--- config.mk ---
export PLATFORM = sky130hd
export DESIGN_NAME = mem_port_arbiter
export DESIGN_NICKNAME = d
export VERILOG_FILES = /design/src/rtl/mem_port_arbiter.sv
export SDC_FILE = /design/constraint.sdc
export NUM_CORES = 1
export LEC_CHECK = 0
export ABC_CLOCK_PERIOD_IN_PS = 3400
export CORE_MARGIN = 3
export CORE_UTILIZATION = 45
export DETAILED_ROUTE_END_ITERATION = 7
export PLACE_DENSITY_LB_ADDON = 0.05
export SKIP_CTS_REPAIR_TIMING = 1
export SYNTH_ARGS = -nofsm -noshare
export SYNTH_HDL_FRONTEND = slang
export SYNTH_SLANG_ARGS = --single-unit
--- constraint.sdc ---
create_clock -name clk -period 3.4 [get_ports clk]
set_input_delay 0.51 -clock clk [delete_from_list [all_inputs] [get_ports clk]]
set_output_delay 0.51 -clock clk [all_outputs]
set_load 0.005 [all_outputs]
--- src/rtl/mem_port_arbiter.sv ---
// Shares one byte-wide RAM port between instruction fetch and the load/store unit.
// Multi-byte accesses are serialised into byte cycles, little-endian, with alternating priority.
module mem_port_arbiter #(
    parameter int ADDR_W = 32,
    parameter int DATA_W = 32
) (
    input  logic              clk,
    input  logic              rst,
    input  logic              rdy,
    input  logic              if_req_i,
    input  logic [ADDR_W-1:0] if_addr_i,
    input  logic              if_cancel_i,
    output logic              if_done_o,
    output logic [DATA_W-1:0] if_inst_o,
    input  logic              mem_req_i,
    input  logic              mem_we_i,
    input  logic [1:0]        mem_len_i,
    input  logic [ADDR_W-1:0] mem_addr_i,
    input  logic [DATA_W-1:0] mem_wdata_i,
    output logic              mem_done_o,
    output logic [DATA_W-1:0] mem_rdata_o,
    input  logic [7:0]        ram_din_i,
    output logic [7:0]        ram_dout_o,
    output logic [ADDR_W-1:0] ram_a_o,
    output logic              ram_wr_o,
    output logic              busy_o
);

    typedef enum logic [1:0] {IDLE, READ, WRITE, DONE} state_t;

    localparam logic OWN_IF  = 1'b0;
    localparam logic OWN_MEM = 1'b1;

    state_t            state_q, state_d;
    logic              owner_q, owner_d;
    logic              last_q, last_d;
    logic [1:0]        nm1_q, nm1_d;
    logic [2:0]        cnt_q, cnt_d;
    logic [ADDR_W-1:0] base_q, base_d;
    logic [DATA_W-1:0] wdata_q, wdata_d;
    logic [DATA_W-1:0] asm_q, asm_d;
    logic [ADDR_W-1:0] ram_a_q, ram_a_d;
    logic [7:0]        ram_dout_q, ram_dout_d;
    logic              ram_wr_q, ram_wr_d;
    logic              if_done_q, if_done_d;
    logic [DATA_W-1:0] if_inst_q, if_inst_d;
    logic              mem_done_q, mem_done_d;
    logic [DATA_W-1:0] mem_rdata_q, mem_rdata_d;

    logic              if_ok;
    logic              grant_mem;
    logic [4:0]        rd_bidx;
    logic [4:0]        wr_bidx;

    // cnt_q counts edges since acceptance; a read byte lags its address by two edges
    assign rd_bidx = {cnt_q[1:0] - 2'd1, 3'b000};
    assign wr_bidx = {cnt_q[1:0] + 2'd1, 3'b000};

    assign if_ok     = if_req_i & ~if_cancel_i;
    assign grant_mem = mem_req_i & (~if_ok | (last_q == OWN_IF));

    always_comb begin
        state_d     = state_q;
        owner_d     = owner_q;
        last_d      = last_q;
        nm1_d       = nm1_q;
        cnt_d       = cnt_q;
        base_d      = base_q;
        wdata_d     = wdata_q;
        asm_d       = asm_q;
        ram_a_d     = ram_a_q;
        ram_dout_d  = ram_dout_q;
        ram_wr_d    = ram_wr_q;
        if_done_d   = if_done_q;
        if_inst_d   = if_inst_q;
        mem_done_d  = mem_done_q;
        mem_rdata_d = mem_rdata_q;

        if (rdy) begin
            case (state_q)
                IDLE: begin
                    if (grant_mem) begin
                        owner_d    = OWN_MEM;
                        last_d     = OWN_MEM;
                        nm1_d      = (mem_len_i == 2'b00) ? 2'd0 :
                                     (mem_len_i == 2'b01) ? 2'd1 : 2'd3;
                        cnt_d      = 3'd0;
                        base_d     = mem_addr_i;
                        wdata_d    = mem_wdata_i;
                        asm_d      = '0;
                        ram_a_d    = mem_addr_i;
                        ram_dout_d = mem_wdata_i[7:0];
                        ram_wr_d   = mem_we_i;
                        state_d    = mem_we_i ? WRITE : READ;
                    end else if (if_ok) begin
                        owner_d  = OWN_IF;
                        last_d   = OWN_IF;
                        nm1_d    = 2'd3;
                        cnt_d    = 3'd0;
                        base_d   = if_addr_i;
                        asm_d    = '0;
                        ram_a_d  = if_addr_i;
                        ram_wr_d = 1'b0;
                        state_d  = READ;
                    end
                end
                READ: begin
                    if (owner_q == OWN_IF && if_cancel_i) begin
                        state_d = IDLE;
                    end else begin
                        cnt_d = cnt_q + 3'd1;
                        if (cnt_q < {1'b0, nm1_q}) begin
                            ram_a_d = base_q + ADDR_W'(cnt_q + 3'd1);
                        end
                        if (cnt_q != 3'd0) begin
                            asm_d[rd_bidx +: 8] = ram_din_i;
                        end
                        if (cnt_q == {1'b0, nm1_q} + 3'd1) begin
                            state_d = DONE;
                            if (owner_q == OWN_IF) begin
                                if_done_d = 1'b1;
                                if_inst_d = asm_d;
                            end else begin
                                mem_done_d  = 1'b1;
                                mem_rdata_d = asm_d;
                            end
                        end
                    end
                end
                WRITE: begin
                    if (cnt_q < {1'b0, nm1_q}) begin
                        cnt_d      = cnt_q + 3'd1;
                        ram_a_d    = base_q + ADDR_W'(cnt_q + 3'd1);
                        ram_dout_d = wdata_q[wr_bidx +: 8];
                    end else begin
                        ram_wr_d   = 1'b0;
                        mem_done_d = 1'b1;
                        state_d    = DONE;
                    end
                end
                DONE: begin
                    if_done_d  = 1'b0;
                    mem_done_d = 1'b0;
                    state_d    = IDLE;
                end
                default: state_d = IDLE;
            endcase
        end
    end

    always_ff @(posedge clk) begin
        if (!rst) begin
            state_q     <= IDLE;
            owner_q     <= OWN_IF;
            last_q      <= OWN_IF;
            nm1_q       <= 2'd0;
            cnt_q       <= 3'd0;
            base_q      <= '0;
            wdata_q     <= '0;
            asm_q       <= '0;
            ram_a_q     <= '0;
            ram_dout_q  <= 8'd0;
            ram_wr_q    <= 1'b0;
            if_done_q   <= 1'b0;
            if_inst_q   <= '0;
            mem_done_q  <= 1'b0;
            mem_rdata_q <= '0;
        end else begin
            state_q     <= state_d;
            owner_q     <= owner_d;
            last_q      <= last_d;
            nm1_q       <= nm1_d;
            cnt_q       <= cnt_d;
            base_q      <= base_d;
            wdata_q     <= wdata_d;
            asm_q       <= asm_d;
            ram_a_q     <= ram_a_d;
            ram_dout_q  <= ram_dout_d;
            ram_wr_q    <= ram_wr_d;
            if_done_q   <= if_done_d;
            if_inst_q   <= if_inst_d;
            mem_done_q  <= mem_done_d;
            mem_rdata_q <= mem_rdata_d;
        end
    end

    // the RAM pauses on the same rdy, so a stalled strobe must not reach it
    assign ram_wr_o    = ram_wr_q & rdy;
    assign ram_a_o     = ram_a_q;
    assign ram_dout_o  = ram_dout_q;
    assign if_done_o   = if_done_q;
    assign if_inst_o   = if_inst_q;
    assign mem_done_o  = mem_done_q;
    assign mem_rdata_o = mem_rdata_q;
    assign busy_o      = (state_q != IDLE);

endmodule

; Word level (Yosys, flattened, before mapping)
; Index checks and enable logic that the tools add are counted.
[totals]
reg_bits = 211
wordCells = 114
in_bits = 113
[classes]
bitwise_logic = 8
n_eq_ne = 14
mux = 44
reduce_logical = 23
n_lt_le_gt_ge = 1
addsub = 7
n_shift = 3
[ops]
columns = cell, count
row1 = 32-bit 2-to-1 mux, 8
row2 = 32-bit case mux with 3 select lines, 1
row3 = 32-bit case mux with 2 select lines, 1
row4 = 32-bit by 4-bit adder with 32-bit output, 1
row5 = 32-bit bitwise mux, 1
row6 = 8-bit by 7-bit variable shift with 32-bit output (first input constant), 1
row7 = 32-bit by 6-bit indexed part select with 8-bit output, 1
row8 = 8-bit by 7-bit indexed part select with 32-bit output, 1
row9 = 2-bit 2-to-1 mux, 10
row10 = 4-bit AND reduction, 5
row11 = 5-bit AND reduction, 4
row12 = 8-bit 2-to-1 mux, 2
row13 = 8-bit case mux with 2 select lines, 1
row14 = 2-bit inequality test (second input constant), 7
row15 = 3-bit 2-to-1 mux, 4
row16 = 1-bit 2-to-1 mux, 11
row17 = 2-bit nonzero test, 5
row18 = 3-bit case mux with 3 select lines, 1
row19 = 3-bit nonzero test, 3
row20 = 2-bit case mux with 4 select lines, 1
row21 = 5-bit negation with 7-bit output, 1
row22 = 3-bit inequality test (second input constant), 2
row23 = 3-bit AND reduction, 2
row24 = 6-bit AND reduction, 1
row25 = other kinds (16), 25

; Depth between registers and ports, before layout
; Gate-level depths: netlist of run 1.
[logic_depth]
word_depth = 7
depth_mapped = 10
depth_no_buf = 10

; Least setup slack after synthesis of run 1
; OpenSTA, ideal clock, no wires.
[synth_timing]
path_kind = reg-to-reg
start = reg cnt_q[0]
end = reg ram_a_q[14] (netlist: ram_a_o[14])
setup_time_ps = 128
stages_incl_launch_ff = 11
t_arrival_ps = 2266
path_buffers = 0
setup_slack_ps = 1007
path_cell_list = dfxtp_1 > inv_1 > ha_1 > inv_1 > fa_1 > a21oi_1 > nor4_4 > and3_1 > xor2_1 > a221oi_1 > nor2_1
[synth_via]
elab_chain_len = 5
elab_cells_between_ends = 6
[synth_rtl]
columns = item, line
row1 = start: declaration, 38  ; logic [2:0] cnt_q, cnt_d;
row2 = start signal: assignment, 173  ; cnt_q <= cnt_d;
row3 = 3-bit by 1-bit adder with 4-bit output, "113, 133"
row4 = 32-bit by 4-bit adder with 32-bit output, "113, 133"
row5 = 32-bit 2-to-1 mux *, "112, 131"
row6 = 32-bit 2-to-1 mux, 108  ; if (owner_q == OWN_IF && if_cancel_i) begin
row7 = 32-bit case mux with 3 select lines *, 80  ; case (state_q)
row8 = end signal: assignment, 177  ; ram_a_q <= ram_a_d;
row9 = end: declaration, 42  ; logic [ADDR_W-1:0] ram_a_q, ram_a_d;
; Every way passes the cells marked *; elsewhere a longest branch is shown, timed or not. The select of a mux whose other input is x is not followed.
; A chain may end at the register's enable or synchronous reset.

; Final worst setup path of run 1
[layout_timing]
start = reg state_q[0]
end = reg ram_a_q[30] (netlist: ram_a_o[30])
[layout_via]
elab_chain_len = 3
elab_cells_between_ends = 8
[layout_rtl]
columns = item, line
row1 = start: declaration, 34  ; state_t state_q, state_d;
row2 = start signal: assignment, 169  ; state_q <= state_d;
row3 = 2-bit by 1-bit equality test with 1-bit output (tied with other cells), 80
row4 = 2-bit inequality test (no line) (tied with other cells), -
row5 = 4-bit AND reduction (no line), -
; Several ways; a longest one is shown, not always the timed one.

==> results of run 1 <==
==> state kept, by name, indices dropped and copies added (netlist names), 3 cells and up <==
signal and count:
asm_q 32, base_q 32, wdata_q 32, ram_a_o 32, cnt_q 3, if_inst_o 32, mem_rdata_o 32, ram_dout_o 8
==> cells in the mapped netlist, drive strengths merged, types with 2 or more instances <==
master,count
a211o,2
a211oi,113
a21oi,90
a221oi,3
a22oi,39
a31o,2
a31oi,8
and2,5
and3,8
buf,25
clkbuf,51
dfxtp,211
ha,18
inv,20
mux2,3
mux2i,42
mux4,8
nand2,121
nand2b,20
nand3,22
nand3b,4
nand4,13
nor2,143
nor2b,10
nor3,19
nor3b,9
nor4,3
nor4b,2
o211ai,4
o21a,11
o21ai,26
o31ai,2
or2,2
xnor2,12
xor2,16
==> worst register-to-register path, delay by kind of cell (launching register included) <==
kind | cells | cell delay [ns]
buffers and inverters | 3 | 0.51
AO/OA/AOI/OAI | 3 | 1.18
adder cells (fa/ha/maj) | 1 | 0.42
AND/OR/NAND/NOR | 2 | 0.13
flip-flops | 1 | 0.37
==> metrics by stage <==
| step | cells | util | hold slack, ns | worst slack, ns |
|---|---|---|---|---|
| after global placement | 1541 | 0.578 | 0.438 | 0.649 |
| after CTS | 1583 | 0.616 | 0.450 | 0.693 |
| after global routing | 1583 | 0.616 | 0.469 | 0.459 |
| after floorplan | 1095 | - | 0.432 | 1.01 |
| final | 1583 | 0.616 | 0.449 | 0.679 |
| after detailed placement | 1541 | 0.578 | 0.442 | 0.594 |
==> cell type report <==
type	count	area [sq um]	area share
clock inverters	9	129	0.00988
multi-input cells	788	5090	0.390
inverters	20	80.1	0.00614
clock buffers	33	693	0.0532
flip-flops and latches	211	4220	0.324
well taps	275	344	0.0264
repair buffers	247	2480	0.190
==> cells by family (layout without fill, tap and decap cells) <==
kind of cell             after synthesis  after routing  synth area share
AND/OR/NAND/NOR                      383            383             0.183
AO/OA/AOI/OAI                        305            305             0.224
flip-flops                           211            211             0.434
buffers and inverters                 96            309            0.0435
multiplexers                          53             53            0.0652
XOR/XNOR                              28             28            0.0252
adder cells (fa/ha/maj)               19             19            0.0252
==> per-layer routing <==
metal  routed length (um)  vias to the layer above
met5                    0                        -
met2                12100                      240
met3                 1780                       22
met4                  312                        0
met1                12100                     3976
li1                     -                     4318
==> power by group <==
group	internal, mW	switching, mW
Sequential	2.62	0.120
Clock	1.64	1.01
Combinational	0.543	0.594
Total	4.81	1.73
==> path summary, 6_finish.rpt <==
path / to / cells after the start / slack (ns) / from
worst min-delay path: ram_a_o[12] / 2 / 0.45 / ram_a_o[12]
worst min register to register: ram_a_o[12] / 2 / 0.45 / ram_a_o[12]
worst max register to register: ram_a_o[30] / 9 / 0.68 / state_q[0]
worst max-delay path: ram_a_o[30] / 9 / 0.68 / state_q[0]
==> qor.csv, run 1 <==
stage,metric,value,unit
setup_path,CP Launch Type,register,
die,core area,21200,sq um
place,"Cell Area, Placed",12200,sq um
setup_path,Worst setup EP type,register,
pwr,maximum vdd drop,0.446,mV
sta,Final Hold Vio Count,0,
setup_path,"Top cell by count, worst path",inv_1,
synth,"flops & latches, synth",211,
global_routing,global routing usage on met3,0.0501,
global_routing,GRT Resource Usage Total,0.214,
die,die area,23400,sq um
synth,"Avg Cell Area, Syn",8.88,sq um
global_routing,vias in the first global route,8059,
layout,"most common cell after layout, fill and taps aside",clkdlybuf4s50_1,
synth,area fraction of the dominant cell type after synthesis,0.434,
setup_path,top cell family by delay on the critical path,compound AO/OA/AOI/OAI gates,
layout,Nets,1423,
setup_path,critical path peak fanout,13,
outcome,status,"complete, no violations",
synth,Ys Warns,0,
pwr,leak pwr,4.53,nW
clock_tree,CTS Root Cell,clkbuf_16,
place,Detail Placement HPWL,18.2,mm
setup_path,crit path kind,register to register,
global_routing,gr ovfl total,0,
die,Die W,153,um
layout,P&R area growth vs syn,34.1,%
synth,Post-synth EDFFs,0,
synth,Netlist cell types,54,
pwr,Pwr per Cell Area,501,nW/um^2
sta,slew at the pin with the worst max-slew slack,0.968,ns
layout,most frequent cells in the layout,"220 x clkdlybuf4s50_1, 211 x dfxtp_1, 140 x nor2_1",
hold_path,Hold WC Path Type,register to register,
setup_path,Worst path max stage delay,0.63,ns
sta,crit path time final,2.72,ns
sta,clock skew,0.00931,ns
synth,commonest register cell after synthesis,dfxtp_1,
die,Starting Density,0.460,
clock_tree,number of buffers created by CTS,23,
synth,sequential share of the synthesized area,0.434,
place,Port Buffers,220,
sta,Rel. slew slack,0.354,
clock_tree,TritonCTS Sinks,211,
global_routing,busiest grt layer,met2,
clock_tree,Clock Path Buffers,3,
layout,Fillers,1869,
sta,final period utilization,0.800,
layout,share of post-route cells with drive strength above 1,0.0963,
clock_tree,H-tree levels,1,
layout,cell area after layout,13000,sq um
global_routing,initial antenna violation count,0,
clock_tree,clock slew at reported path FFs,0.06,ns
setup_path,CP arrival,3.11,ns
route,# DRC,0,
synth,Mapped Area,9720,sq um
setup_path,Worst path slowest cell,o311ai_1,
setup_path,"Cell Chain, Critical Path","inv_1, ha_1, inv_1, o311ai_1, a211o_1, buf_4, nor3_1, a221oi_1, nor2_1",
route,DR vias,8556,
layout,ANT cells,0,
sta,setup repair after global routing missed its margin,false,
sta,Fin Setup TNS,0,ns
clock_tree,CTS tree,done,
route,Antenna Nets Post-Route,0,
place,GPL Wtd Cong,0.801,
setup_path,critical path data required time,3.79,ns
sta,achievable frequency,0.367,GHz
global_routing,largest net degree at the start of global routing,82,
global_routing,first-pass GRT wire length,42.3,mm
die,Core Rows,53,
sta,Final Setup Violations,0,
setup_path,crit path buf inv count,3,
flow_run,max_cap viols,0,
die,IO Count,221,
synth,cell taking the most area after synthesis,dfxtp_1,
synth,Synth area leaders,"dfxtp_1 43%, a211oi_1 6.5%, nor2_1 5.5%",
global_routing,M1 GR Usage,0.298,
route,wire per inst,16.6,um
synth,Post-synth ARST share,0,
sta,Max Slew Vio Count,0,
die,die height,153,um
route,DR iter-0 viols,418,
route,drt total wl,26.2,mm
pwr,"Power, Total",6.54,mW
global_routing,met2 Usage GRT,0.348,
route,drt pass-1 iters,5,
synth,Post-Syn Instances,1095,
synth,Synthesized Nets,1227,
route,Via-to-Cell Ratio,5.40,
clock_tree,clk_lat worst skew,0.51,ns
Note: power is estimated with default switching activity, not from simulation.
==> inputs of run 2 (changes only) <==
--- a/config.mk
+++ b/config.mk
@@ -5,7 +5,7 @@
 export SDC_FILE = /design/constraint.sdc
 export NUM_CORES = 1
 export LEC_CHECK = 0
-export ABC_CLOCK_PERIOD_IN_PS = 3400
+export ABC_CLOCK_PERIOD_IN_PS = 2770
 export CORE_MARGIN = 3
 export CORE_UTILIZATION = 45
 export DETAILED_ROUTE_END_ITERATION = 7
==> constraint.sdc (replaced) <==
create_clock -name clk -period 2.77 [get_ports clk]
set_input_delay 0.4155 -clock clk [delete_from_list [all_inputs] [get_ports clk]]
set_output_delay 0.4155 -clock clk [all_outputs]
set_load 0.005 [all_outputs]
==> run 2 against run 1 <==
Effect of this change:
- clock skew fell by 0.0023 ns
- count of clock-buffer cells in the layout is 1 higher
- total power rose by 17%
- sequential share of layout area barely moved
- die area did not move
- final cell count is 0.76% higher
- critical path type is now register to output pin
- combinational power up 25%
- register-to-register slack worse by 0.34 ns
==> qor.csv, run 2 (synthesis results as in run 1) <==
stage,metric,value,unit,change
outcome,status,"complete, no violations",,
place,Port Buffers,220,,unchanged
clock_tree,Clock Path Buffers,3,,unchanged
die,core area,21200,sq um,unchanged
global_routing,first-pass GRT wire length,43.9,mm,+3.7%
route,drt total wl,26.7,mm,+1.7%
pwr,Pwr per Cell Area,587,nW/um^2,+17%
global_routing,largest net degree at the start of global routing,57,,-30%
route,Antenna Nets Post-Route,0,,unchanged
sta,Max Slew Vio Count,0,,unchanged
die,Core Rows,53,,unchanged
sta,clock skew,0.00697,ns,-0.00233 ns
layout,most frequent cells in the layout,"220 x clkdlybuf4s50_1, 211 x dfxtp_1, 140 x nor2_1",,
global_routing,GRT Resource Usage Total,0.222,,+0.00769
sta,setup repair after global routing missed its margin,false,,
layout,Nets,1438,,+1.1%
route,DR iter-0 viols,499,,+19%
clock_tree,CTS Root Cell,clkbuf_16,,
sta,achievable frequency,0.409,GHz,
setup_path,CP Launch Type,register,,
sta,crit path time final,2.45,ns,
hold_path,Hold WC Path Type,register to register,,
sta,slew at the pin with the worst max-slew slack,0.597,ns,-0.371 ns
route,DR vias,8657,,+1.2%
pwr,maximum vdd drop,0.351,mV,-21%
route,wire per inst,16.7,um,+0.94%
setup_path,CP arrival,2.03,ns,-1.08 ns
clock_tree,CTS tree,done,,
layout,Layout Cells excl Fill,1595,,+0.76%
layout,P&R area growth vs syn,34.2,%,about the same
sta,Rel. slew slack,0.601,,+0.246
sta,final period utilization,0.883,,
global_routing,initial antenna violation count,0,,unchanged
flow_run,max_cap viols,0,,unchanged
die,die height,153,um,unchanged
setup_path,Worst setup EP type,output pin,,
setup_path,critical path data required time,2.35,ns,-1.44 ns
layout,ANT cells,0,,unchanged
layout,"most common cell after layout, fill and taps aside",clkdlybuf4s50_1,,
global_routing,vias in the first global route,8355,,+3.7%
global_routing,gr ovfl total,0,,unchanged
setup_path,crit path kind,register to output pin,,
sta,Final Setup Violations,0,,unchanged
die,IO Count,221,,unchanged
sta,Fin Setup TNS,0,ns,unchanged
clock_tree,clk_lat worst skew,0.51,ns,about the same
clock_tree,number of buffers created by CTS,23,,unchanged
place,Detail Placement HPWL,18.6,mm,+2.5%
clock_tree,TritonCTS Sinks,211,,unchanged
clock_tree,clock slew at reported path FFs,0.06,ns,about the same
place,pre-CTS setup slack,0.244,ns,-0.351 ns
place,GPL Wtd Cong,0.867,,+8.3%
setup_path,critical path peak fanout,10,,-3
route,# DRC,0,,unchanged
die,Die W,153,um,unchanged
sta,Final Hold Vio Count,0,,unchanged
pwr,leak pwr,4.56,nW,+0.65%
place,placed cell count,1556,,+0.97%
clock_tree,H-tree levels,1,,unchanged
route,drt pass-1 iters,5,,unchanged
sta,final worst slack,0.325,ns,-0.354 ns
die,Starting Density,0.460,,unchanged
sta,Worst Hold Slack,0.447,ns,-0.00215 ns
layout,share of post-route cells with drive strength above 1,0.102,,+0.00594
route,Via-to-Cell Ratio,5.43,,+0.42%
die,die area,23400,sq um,unchanged
pwr,"Power, Total",7.66,mW,+17%
## run 2: cell type report
type | count | area, sq um
Fill cell | 1928 | 8100
Inverter | 20 | 80.1
Timing Repair Buffer | 262 | 2610
Tap cell | 275 | 344
Multi-Input combinational cell | 788 | 5090
Sequential cell | 211 | 4220
Clock buffer | 34 | 677
Clock inverter | 5 | 28.8
## run 2: worst paths after layout
path | to | cells after the start | slack [ns] | startpoint
min | ram_a_o[2] | 2 | 0.45 | ram_a_o[2]
max reg2reg | ram_a_o[16] | 11 | 0.34 | cnt_q[0]
max | busy_o | 5 | 0.32 | state_q[0]
min reg2reg | ram_a_o[2] | 2 | 0.45 | ram_a_o[2]
## run 2: critical path, cell delays in order, from the launching register on
cell and delay (ns):
dfxtp_1 0.41, inv_1 0.11, ha_1 0.21, buf_4 0.17, inv_1 0.10, clkdlybuf4s50_1 0.52
## run 2: metrics by stage
| step | utilization | cell area (sq um) |
|---|---|---|
| after floorplan | - | 9720 |
| after global placement | 0.584 | 12300 |
| after detailed placement | 0.584 | 12300 |
| after CTS | 0.617 | 13100 |
| after global routing | 0.617 | 13100 |
| final | 0.617 | 13100 |
## run 2: power by group
| part | total (mW) | internal [mW] | switching (mW) | leakage (nW) |
|---|---|---|---|---|
| clock | 2.87 | 1.68 | 1.19 | 0.353 |
| sequential | 3.37 | 3.22 | 0.144 | 1.72 |
| combinational | 1.43 | 0.682 | 0.744 | 2.49 |
| total | 7.66 | 5.58 | 2.08 | 4.56 |
## run 2: per-layer routing
| metal | part of all wire | vias to the layer above | global-route usage |
|---|---|---|---|
| li1 | - | 4342 | - |
| met1 | 0.47 | 4019 | 0.318 |
| met2 | 0.44 | 254 | 0.341 |
| met3 | 0.067 | 42 | 0.0459 |
| met4 | 0.022 | 0 | 0.0615 |
| met5 | 0 | - | 0 |
==> inputs of run 3 (changes only) <==
--- a/config.mk
+++ b/config.mk
@@ -7,7 +7,8 @@
 export LEC_CHECK = 0
 export ABC_CLOCK_PERIOD_IN_PS = 2770
 export CORE_MARGIN = 3
-export CORE_UTILIZATION = 45
+export CORE_UTILIZATION = 51
+export CTS_BUF_LIST = sky130_fd_sc_hd__clkbuf_16
 export DETAILED_ROUTE_END_ITERATION = 7
 export PLACE_DENSITY_LB_ADDON = 0.05
 export SKIP_CTS_REPAIR_TIMING = 1
==> run 3 against run 2 <==
Effect of this change:
- core utilization rose by 9.1 points
- worst setup slack got worse by 0.022 ns
- sequential share of layout area rose by 0.20 points
- total power barely moved
- largest power group unchanged
- critical path type is now register to register
- fmax fell by 0.90%
==> qor.csv, run 3 (synthesis results as in run 1) <==
stage,metric,value,unit,change
clock_tree,Clock Path Buffers,3,,unchanged
outcome,status,"complete, no violations",,
setup_path,Worst setup EP type,register,,
clock_tree,CTS tree,done,,
die,die area,20800,sq um,-11%
global_routing,GRT Resource Usage Total,0.240,,+0.0182
clock_tree,CTS Root Cell,clkbuf_16,,
layout,Nets,1432,,-0.42%
global_routing,initial antenna violation count,0,,unchanged
layout,Fillers,1485,,-23%
sta,Fin Setup TNS,0,ns,unchanged
die,Die W,144,um,-5.8%
setup_path,CP Launch Type,register,,
flow_run,max_cap viols,0,,unchanged
sta,crit path time final,2.47,ns,+0.0222 ns
clock_tree,TritonCTS Sinks,211,,unchanged
setup_path,Worst path slowest cell,nor2_1,,
die,die height,144,um,-5.8%
place,Port Buffers,220,,unchanged
route,Antenna Nets Post-Route,0,,unchanged
die,Starting Density,0.530,,+0.0708
layout,fin util,0.708,,+0.0906
die,core area,18300,sq um,-13%
setup_path,CP arrival,2.90,ns,+0.87 ns
global_routing,first-pass GRT wire length,41.0,mm,-6.5%
setup_path,Worst path max stage delay,0.51,ns,about the same
clock_tree,H-tree levels,1,,unchanged
setup_path,crit path buf inv count,1,,-3
layout,FF+latch area,4220,sq um,unchanged
place,GPL Wtd Cong,0.888,,+2.4%
layout,share of post-route cells with drive strength above 1,0.0944,,-0.00783
route,DR vias,8699,,+0.49%
layout,ANT cells,0,,unchanged
pwr,Pwr per Cell Area,591,nW/um^2,+0.68%
sta,final period utilization,0.891,,+0.00801
setup_path,crit path kind,register to register,,
sta,clock skew,0.00596,ns,-0.00101 ns
layout,P&R area growth vs syn,33.4,%,
setup_path,critical path peak fanout,15,,+5
route,drt total wl,25.8,mm,-3.2%
route,# DRC,0,,unchanged
route,drt pass-1 iters,5,,unchanged
sta,Worst Hold Slack,0.449,ns,+0.00176 ns
sta,Max Slew Vio Count,0,,unchanged
global_routing,gr ovfl total,0,,unchanged
sta,setup repair after global routing missed its margin,false,,
pwr,maximum vdd drop,0.478,mV,+36%
sta,slew at the pin with the worst max-slew slack,1.13,ns,+0.538 ns
layout,multi-input combinational cell area,5100,sq um,+0.17%
die,Core Rows,49,,-7.5%
sta,Rel. slew slack,0.243,,-0.357
layout,most frequent cells in the layout,"220 x clkdlybuf4s50_1, 211 x dfxtp_1, 140 x nor2_1",,
place,Detail Placement HPWL,18.0,mm,-3.2%
sta,Final Hold Vio Count,0,,unchanged
global_routing,vias in the first global route,8139,,-2.6%
layout,"most common cell after layout, fill and taps aside",clkdlybuf4s50_1,,
clock_tree,clk_lat worst skew,0.50,ns,about the same
route,DR iter-0 viols,520,,+4.2%
pwr,leak pwr,4.53,nW,-0.66%
clock_tree,number of buffers created by CTS,23,,unchanged
route,wire per inst,16.8,um,+0.12%
die,IO Count,221,,unchanged
hold_path,Hold WC Path Type,register to register,,
global_routing,largest net degree at the start of global routing,65,,+14%
setup_path,R2R Setup Slk,0.30,ns,-0.04 ns
sta,achievable frequency,0.405,GHz,-0.90%
sta,Final Setup Violations,0,,unchanged
setup_path,top cell family by delay on the critical path,simple AND/OR/NAND/NOR gates,,
clock_tree,clock slew at reported path FFs,0.06,ns,about the same
route,Via-to-Cell Ratio,5.64,,+3.9%
setup_path,critical path data required time,3.20,ns,+0.85 ns
setup_path,"Cell Chain, Critical Path","buf_4, ha_1, nand2_1, nor2_1, a22oi_1, nand2b_1, a21oi_1",,
-- run 3: per-layer routing --
| metal | track usage | vias up | part of all wire | wire length (um) |
|---|---|---|---|---|
| met5 | 0 | - | 0 | 0 |
| met4 | 0.0619 | 0 | 0.025 | 655 |
| met3 | 0.0506 | 46 | 0.063 | 1630 |
| met2 | 0.401 | 250 | 0.47 | 12200 |
| met1 | 0.317 | 4077 | 0.44 | 11300 |
| li1 | - | 4326 | - | - |
-- run 3: worst paths after layout --
check / depth (start not counted) / end / startpoint
worst max-delay path: 7 / asm_q[6] / cnt_q[0]
worst min-delay path: 2 / ram_a_o[1] / ram_a_o[1]
worst max register to register: 7 / asm_q[6] / cnt_q[0]
worst min register to register: 2 / ram_a_o[1] / ram_a_o[1]
-- run 3: tightest hold or removal path, delay by kind of cell, from the launching register on --
kind / cells / cell delay [ns]
compound gates: 1 / 0.05
flops: 1 / 0.31
simple gates: 1 / 0.05
-- run 3: power breakdown --
part | total [mW] | switching, mW | internal (mW)
clock network | 2.88 | 1.20 | 1.68
logic | 1.42 | 0.739 | 0.682
registers | 3.37 | 0.144 | 3.22
total | 7.67 | 2.08 | 5.58
-- run 3: area by class of cell --
class / instances / share of cell area
multi-input cells: 788 / 0.393
repair buffers: 256 / 0.199
flip-flops and latches: 211 / 0.326
inverters: 20 / 0.00617
well taps: 229 / 0.0221
clock inverters: 15 / 0.00916
clock buffers: 23 / 0.0444
-- run 3: stage by stage --
step                      power (mW)  area [sq um]  cells  setup slack [ns]
after floorplan                 4.19          9720   1095             0.377
after CTS                       7.71         13000   1542             0.239
after detailed placement        4.84         12300   1504             0.222
after global routing            7.99         13000   1542             0.102
final                           7.67         13000   1542             0.302
after global placement          4.82         12300   1504             0.302
